### src/rtl/registro_tx_serial.sv
// Serial transmitter for the 12-bit product-code register.
// Frame: start bit, data MSB-first, even parity, stop bit; each bit lasts DIV clocks.
module registro_tx_serial #(
    parameter int WIDTH = 12,
    parameter int DIV   = 4
) (
    input  logic             clk,
    input  logic             clr,
    input  logic             en,
    input  logic [WIDTH-1:0] D,
    output logic             tx,
    output logic             busy,
    output logic             done
);

    localparam int DIV_W = (DIV > 1) ? $clog2(DIV) : 1;
    localparam int BIT_W = (WIDTH > 1) ? $clog2(WIDTH) : 1;

    typedef enum logic [2:0] {
        IDLE   = 3'd0,
        START  = 3'd1,
        DATA   = 3'd2,
        PARITY = 3'd3,
        STOP   = 3'd4
    } state_t;

    state_t             r_state;
    logic [WIDTH-1:0]   r_shreg;
    logic               r_par;
    logic [BIT_W-1:0]   r_bit;
    logic [DIV_W-1:0]   r_div;
    logic               r_tx;
    logic               r_busy;
    logic               r_done;

    logic               w_div_end;
    logic               w_bit_end;

    assign w_div_end = (r_div == DIV_W'(DIV - 1));
    assign w_bit_end = (r_bit == BIT_W'(WIDTH - 1));

    // tx always carries the bit of the current state; the next bit is loaded
    // on the same edge that ends the current one, so tx never lags a cycle.
    always_ff @(posedge clk or negedge clr) begin
        if (!clr) begin
            r_state <= IDLE;
            r_shreg <= '0;
            r_par   <= 1'b0;
            r_bit   <= '0;
            r_div   <= '0;
            r_tx    <= 1'b1;
            r_busy  <= 1'b0;
            r_done  <= 1'b0;
        end else begin
            r_done <= 1'b0;
            case (r_state)
                IDLE: begin
                    if (en) begin
                        r_state <= START;
                        r_shreg <= D;
                        r_par   <= ^D;
                        r_bit   <= '0;
                        r_div   <= '0;
                        r_tx    <= 1'b0;
                        r_busy  <= 1'b1;
                    end
                end
                START: begin
                    if (w_div_end) begin
                        r_state <= DATA;
                        r_div   <= '0;
                        r_bit   <= '0;
                        r_tx    <= r_shreg[WIDTH-1];
                    end else begin
                        r_div <= r_div + DIV_W'(1);
                    end
                end
                DATA: begin
                    if (w_div_end) begin
                        r_div <= '0;
                        if (w_bit_end) begin
                            r_state <= PARITY;
                            r_bit   <= '0;
                            r_tx    <= r_par;
                        end else begin
                            r_bit   <= r_bit + BIT_W'(1);
                            r_tx    <= r_shreg[WIDTH-2];
                            r_shreg <= r_shreg << 1;
                        end
                    end else begin
                        r_div <= r_div + DIV_W'(1);
                    end
                end
                PARITY: begin
                    if (w_div_end) begin
                        r_state <= STOP;
                        r_div   <= '0;
                        r_tx    <= 1'b1;
                    end else begin
                        r_div <= r_div + DIV_W'(1);
                    end
                end
                STOP: begin
                    if (w_div_end) begin
                        r_state <= IDLE;
                        r_div   <= '0;
                        r_tx    <= 1'b1;
                        r_busy  <= 1'b0;
                        r_done  <= 1'b1;
                    end else begin
                        r_div <= r_div + DIV_W'(1);
                    end
                end
                default: begin
                    r_state <= IDLE;
                    r_tx    <= 1'b1;
                    r_busy  <= 1'b0;
                end
            endcase
        end
    end

    assign tx   = r_tx;
    assign busy = r_busy;
    assign done = r_done;

endmodule

### config.mk
export PLATFORM = sky130hd
export DESIGN_NAME = registro_tx_serial
export DESIGN_NICKNAME = d
export VERILOG_FILES = /design/src/rtl/registro_tx_serial.sv
export SDC_FILE = /design/constraint.sdc
export NUM_CORES = 1
export LEC_CHECK = 0
export CAP_MARGIN = 40
export CELL_PAD_IN_SITES_DETAIL_PLACEMENT = 1
export CELL_PAD_IN_SITES_GLOBAL_PLACEMENT = 2
export CORE_ASPECT_RATIO = 0.7
export CORE_MARGIN = 1.5
export CORE_UTILIZATION = 36
export DETAILED_ROUTE_END_ITERATION = 7
export PLACE_DENSITY = 0.85
export SETUP_SLACK_MARGIN = 0.05
export SLEW_MARGIN = 20
export SYNTH_ARGS = -nofsm -noshare
export SYNTH_HDL_FRONTEND = slang
export SYNTH_SLANG_ARGS = --single-unit
### constraint.sdc
create_clock -name clk -period 2.65 [get_ports clk]
set_input_delay 0.3975 -clock clk [delete_from_list [all_inputs] [get_ports clk]]
set_output_delay 0.3975 -clock clk [all_outputs]
set_load 0.1 [all_outputs]
==> flow_summary.toml <==
[pwr]
power_leakage_nw = 0.701
post-layout-total-power_w = 0.00180
power.ir.vdd_worst_mv = 0.494
power_density_nw_per_um2 = 1070

[floorplanning]
floorplan.die.height_um = 56.0
floorplan.die_area_um2 = 4410
i_o_pins = 18
die_w_um = 78.8
floorplan.core_area_um2 = 3870
placementRows = 19
initial_core_util = 0.373

[synthesis]
synth_largest_type_area_fraction = 0.415
post_synth.cell_area_avg_um2 = 9.33
synth_warnings = 0
post_synth_num_cell_types = 42
mappedNetlistNets = 172
ys_ff_latch = 25
synth_sequential_area_ratio = 0.433
synth-edff-count = 0
dominantRegCellSynth = "sky130_fd_sc_hd__dfrtp_1"
synth_area_leader_cell = "sky130_fd_sc_hd__dfrtp_1"
synth_async_sr_flop_share = 1.00
synth_area_leaders = "sky130_fd_sc_hd__dfrtp_1 42%, sky130_fd_sc_hd__nand2_1 7.8%, sky130_fd_sc_hd__nor2_1 5.4%, sky130_fd_sc_hd__xnor2_1 4.8%, sky130_fd_sc_hd__a31oi_1 4.8%"
syn_inst = 155
netlist_area_um2 = 1450

[setup_path]
critical_path.max_fanout = 15
timing.critical_path.depth = 5
timing.critical_path.buf_inv = 1
worstPathCellList = "nand2b_1, nor2_1, buf_4, nand2_1, a31oi_1"
cp-endpoint = "r_shreg[11]"
timing.rr.start = "r_state[2]"
critPathArrivalTime_ns = 2.22
reg2reg_setup_slack_ns = 0.63
top_cell_family_by_delay_on_the_critical_path = "simple AND/OR/NAND/NOR gates"
cp-end-kind = "flop"
worst_r2r_path_depth = 5
timing_worst_setup_path_type = "flop to flop"
critical_path_required_ns = 2.85
critPathSlowestCell = "sky130_fd_sc_hd__nor2_1"
critical_path.reg2reg.endpoint = "r_shreg[11]"
timing.critical_path.slowest_cell_delay_ns = 0.60
setup_crit_start_kind = "flop"
timing.critical_path.from = "r_state[2]"

[timing]
worst_slew_margin_rel = 0.493
clock.fmax_ghz = 0.494
worst_slew_pin_tran_ns = 0.757
rsz0062_at_grt = "no"
clock-skew-final_ns = 0.00343
finalWorstSetupSlack_ns = 0.626
final.period_utilization = 0.764
drv_slew = 0
report.final.setup_viol = 0
setup_tns_ns = 0
layout_min_cycle_time_ns = 2.02
hold_violations = 0

[cells_and_area]
layout.filler_cells = 467
final_cell_count_without_fillers = 221
antennaDiodeCount = 0
final-seq-area_um2 = 627
fin_nets = 187
share_of_post_route_cells_with_drive_strength_above_1 = 0.0947
multiInputGateArea_um2 = 749
area_delta_synth_final_pct = 16.3

[clock_tree]
tritoncts.num_buffers = 3
post_cts_hold_buffers = 0
cts.sinks = 25
cts_tree = "done"
ctsLongestPathBuffers = 2
ctsRootBufferMaster = "sky130_fd_sc_hd__clkbuf_8"
clkTransAtPathRegs_ns = 0.08
htree_levels = 1
clock_latency_ns = 0.27
cts_setup_buffers = 0
cts.repair.resized = 0

[grt]
grt-ovfl-total = 0
grt_pass1_wl_um = 5650
grt_use_met2 = 0.256
groute.layer.met3.usage = 0.0393
grt_busiest_layer = "met2"
grt_antenna_before_repair = 0
globalRouteTotalUtil = 0.163
grt_start_max_net_pins = 26
groute.layer.met1.usage = 0.229
first_global_vias = 1222

[flow_run]
maxcap_violations = 0

[place]
place.gp.congestion = 0.776
placed_cells_incl_taps = 217
port-buffer-count = 17
preCtsSetupSlack_ns = 0.582
dpl.hpwl_um = 2380

[route]
detailroute.via_count = 1178
remaining_drc_errors = 0
routed_wirelength_um = 3190
drt-vias-per-instance = 5.33
first_pass_iters = 4
detail-route-antenna-nets = 0
wl_per_cell_um = 14.4
drt-initial-drc-count = 38

[hold_path]
type_of_the_tightest_min_delay_check = "primary input to asynchronous set/reset pin"

[run_status]
run_status = "finished clean"
[sequential cells by signal (all words and copies together) (netlist names)]
signal / count
r_bit: 4
r_shreg: 12
r_par: 1
r_state: 3
tx: 1
busy: 1
r_div: 2
done: 1
[metal layers]
metal	part of all wire	up-vias
li1	-	575
met1	0.53	588
met2	0.44	10
met3	0.023	5
met4	0.0078	0
met5	0	-
[cells in the mapped netlist (all sizes together) (2+ instances only)]
library cell  count
mux2i             5
xnor2             8
nand2            30
and3              2
ha                2
nor4b             2
a21oi             4
xor2              2
buf               5
dfrtp            24
clkbuf            5
a31oi            11
nor2             21
a22o              2
o21ai             4
inv               3
o22ai             4
[through the flow]
| stage | hold WS [ns] | util | cell area, um2 |
|---|---|---|---|
| 2_1_floorplan | 0.102 | - | 1450 |
| 3_3_place_gp | 0.498 | 0.423 | 1640 |
| 3_5_place_dp | 0.516 | 0.423 | 1640 |
| 4_1_cts | 0.497 | 0.434 | 1680 |
| 5_1_grt | 0.514 | 0.434 | 1680 |
| 6_report | 0.482 | 0.434 | 1680 |
[cells in the final DEF (no fill, tap or decap), types with 2 or more instances in the layout]
| cell type | netlist | routed |
|---|---|---|
| sky130_fd_sc_hd__ha_1 | 2 | 2 |
| sky130_fd_sc_hd__dfrtp_1 | 24 | 24 |
| sky130_fd_sc_hd__clkdlybuf4s50_1 | 0 | 14 |
| sky130_fd_sc_hd__xor2_1 | 2 | 2 |
| sky130_fd_sc_hd__a22o_1 | 2 | 2 |
| sky130_fd_sc_hd__buf_4 | 1 | 6 |
| sky130_fd_sc_hd__xnor2_1 | 8 | 8 |
| sky130_fd_sc_hd__and3_1 | 2 | 2 |
| sky130_fd_sc_hd__inv_1 | 3 | 3 |
| sky130_fd_sc_hd__o21ai_0 | 3 | 3 |
| sky130_fd_sc_hd__a31oi_1 | 11 | 11 |
| sky130_fd_sc_hd__nand2_1 | 30 | 30 |
| sky130_fd_sc_hd__o22ai_1 | 4 | 4 |
| sky130_fd_sc_hd__nor2_1 | 21 | 21 |
| sky130_fd_sc_hd__clkbuf_8 | 0 | 3 |
| sky130_fd_sc_hd__mux2i_1 | 5 | 5 |
| sky130_fd_sc_hd__a21oi_1 | 4 | 4 |
[power by group]
part | total [W] | internal, W | switching (W)
Sequential | 0.000715 | 0.000548 | 0.000167
Combinational | 0.000857 | 0.000356 | 0.000501
Clock | 0.000231 | 0.000108 | 0.000123
[worst register-to-register path: cells and delay by family (launching register included)]
family	cells	cell delay (ns)
and+or+nand+nor	3	0.93
buffers and inverters	1	0.28
AOI/OAI and AO/OA	1	0.16
DFF	1	0.58
[area by class of cell]
| cell class | count | share of cell area |
|---|---|---|
| Clock buffer | 4 | 0.0268 |
| Inverter | 3 | 0.00669 |
| Multi-Input combinational cell | 117 | 0.445 |
| Sequential cell | 25 | 0.372 |
| Tap cell | 52 | 0.0387 |
| Timing Repair Buffer | 20 | 0.110 |
[how the worst min path moves through the flow]
| stage | slack (ns) | to | cells after the start |
|---|---|---|---|
| finish | 0.48 | r_div[1] | 2 |
| global route | 0.51 | r_div[1] | 2 |
| detailed placement | 0.52 | r_shreg[0] | 2 |
| floorplan | 0.10 | busy | 0 |
| CTS | 0.50 | r_div[0] | 2 |
| global placement | 0.50 | r_shreg[0] | 2 |
[cells by family (layout without fill, tap and decap cells)]
kind of cell    after synthesis  after routing  synth area share
compound gates               34             34             0.170
xor+xnor                     11             11            0.0761
fa+ha+maj                     2              2            0.0173
buf+inv                      13             27            0.0484
flops                        25             25             0.433
mux                           7              7            0.0580
simple gates                 63             63             0.196
No activity file was read; power rests on OpenSTA's default activity.
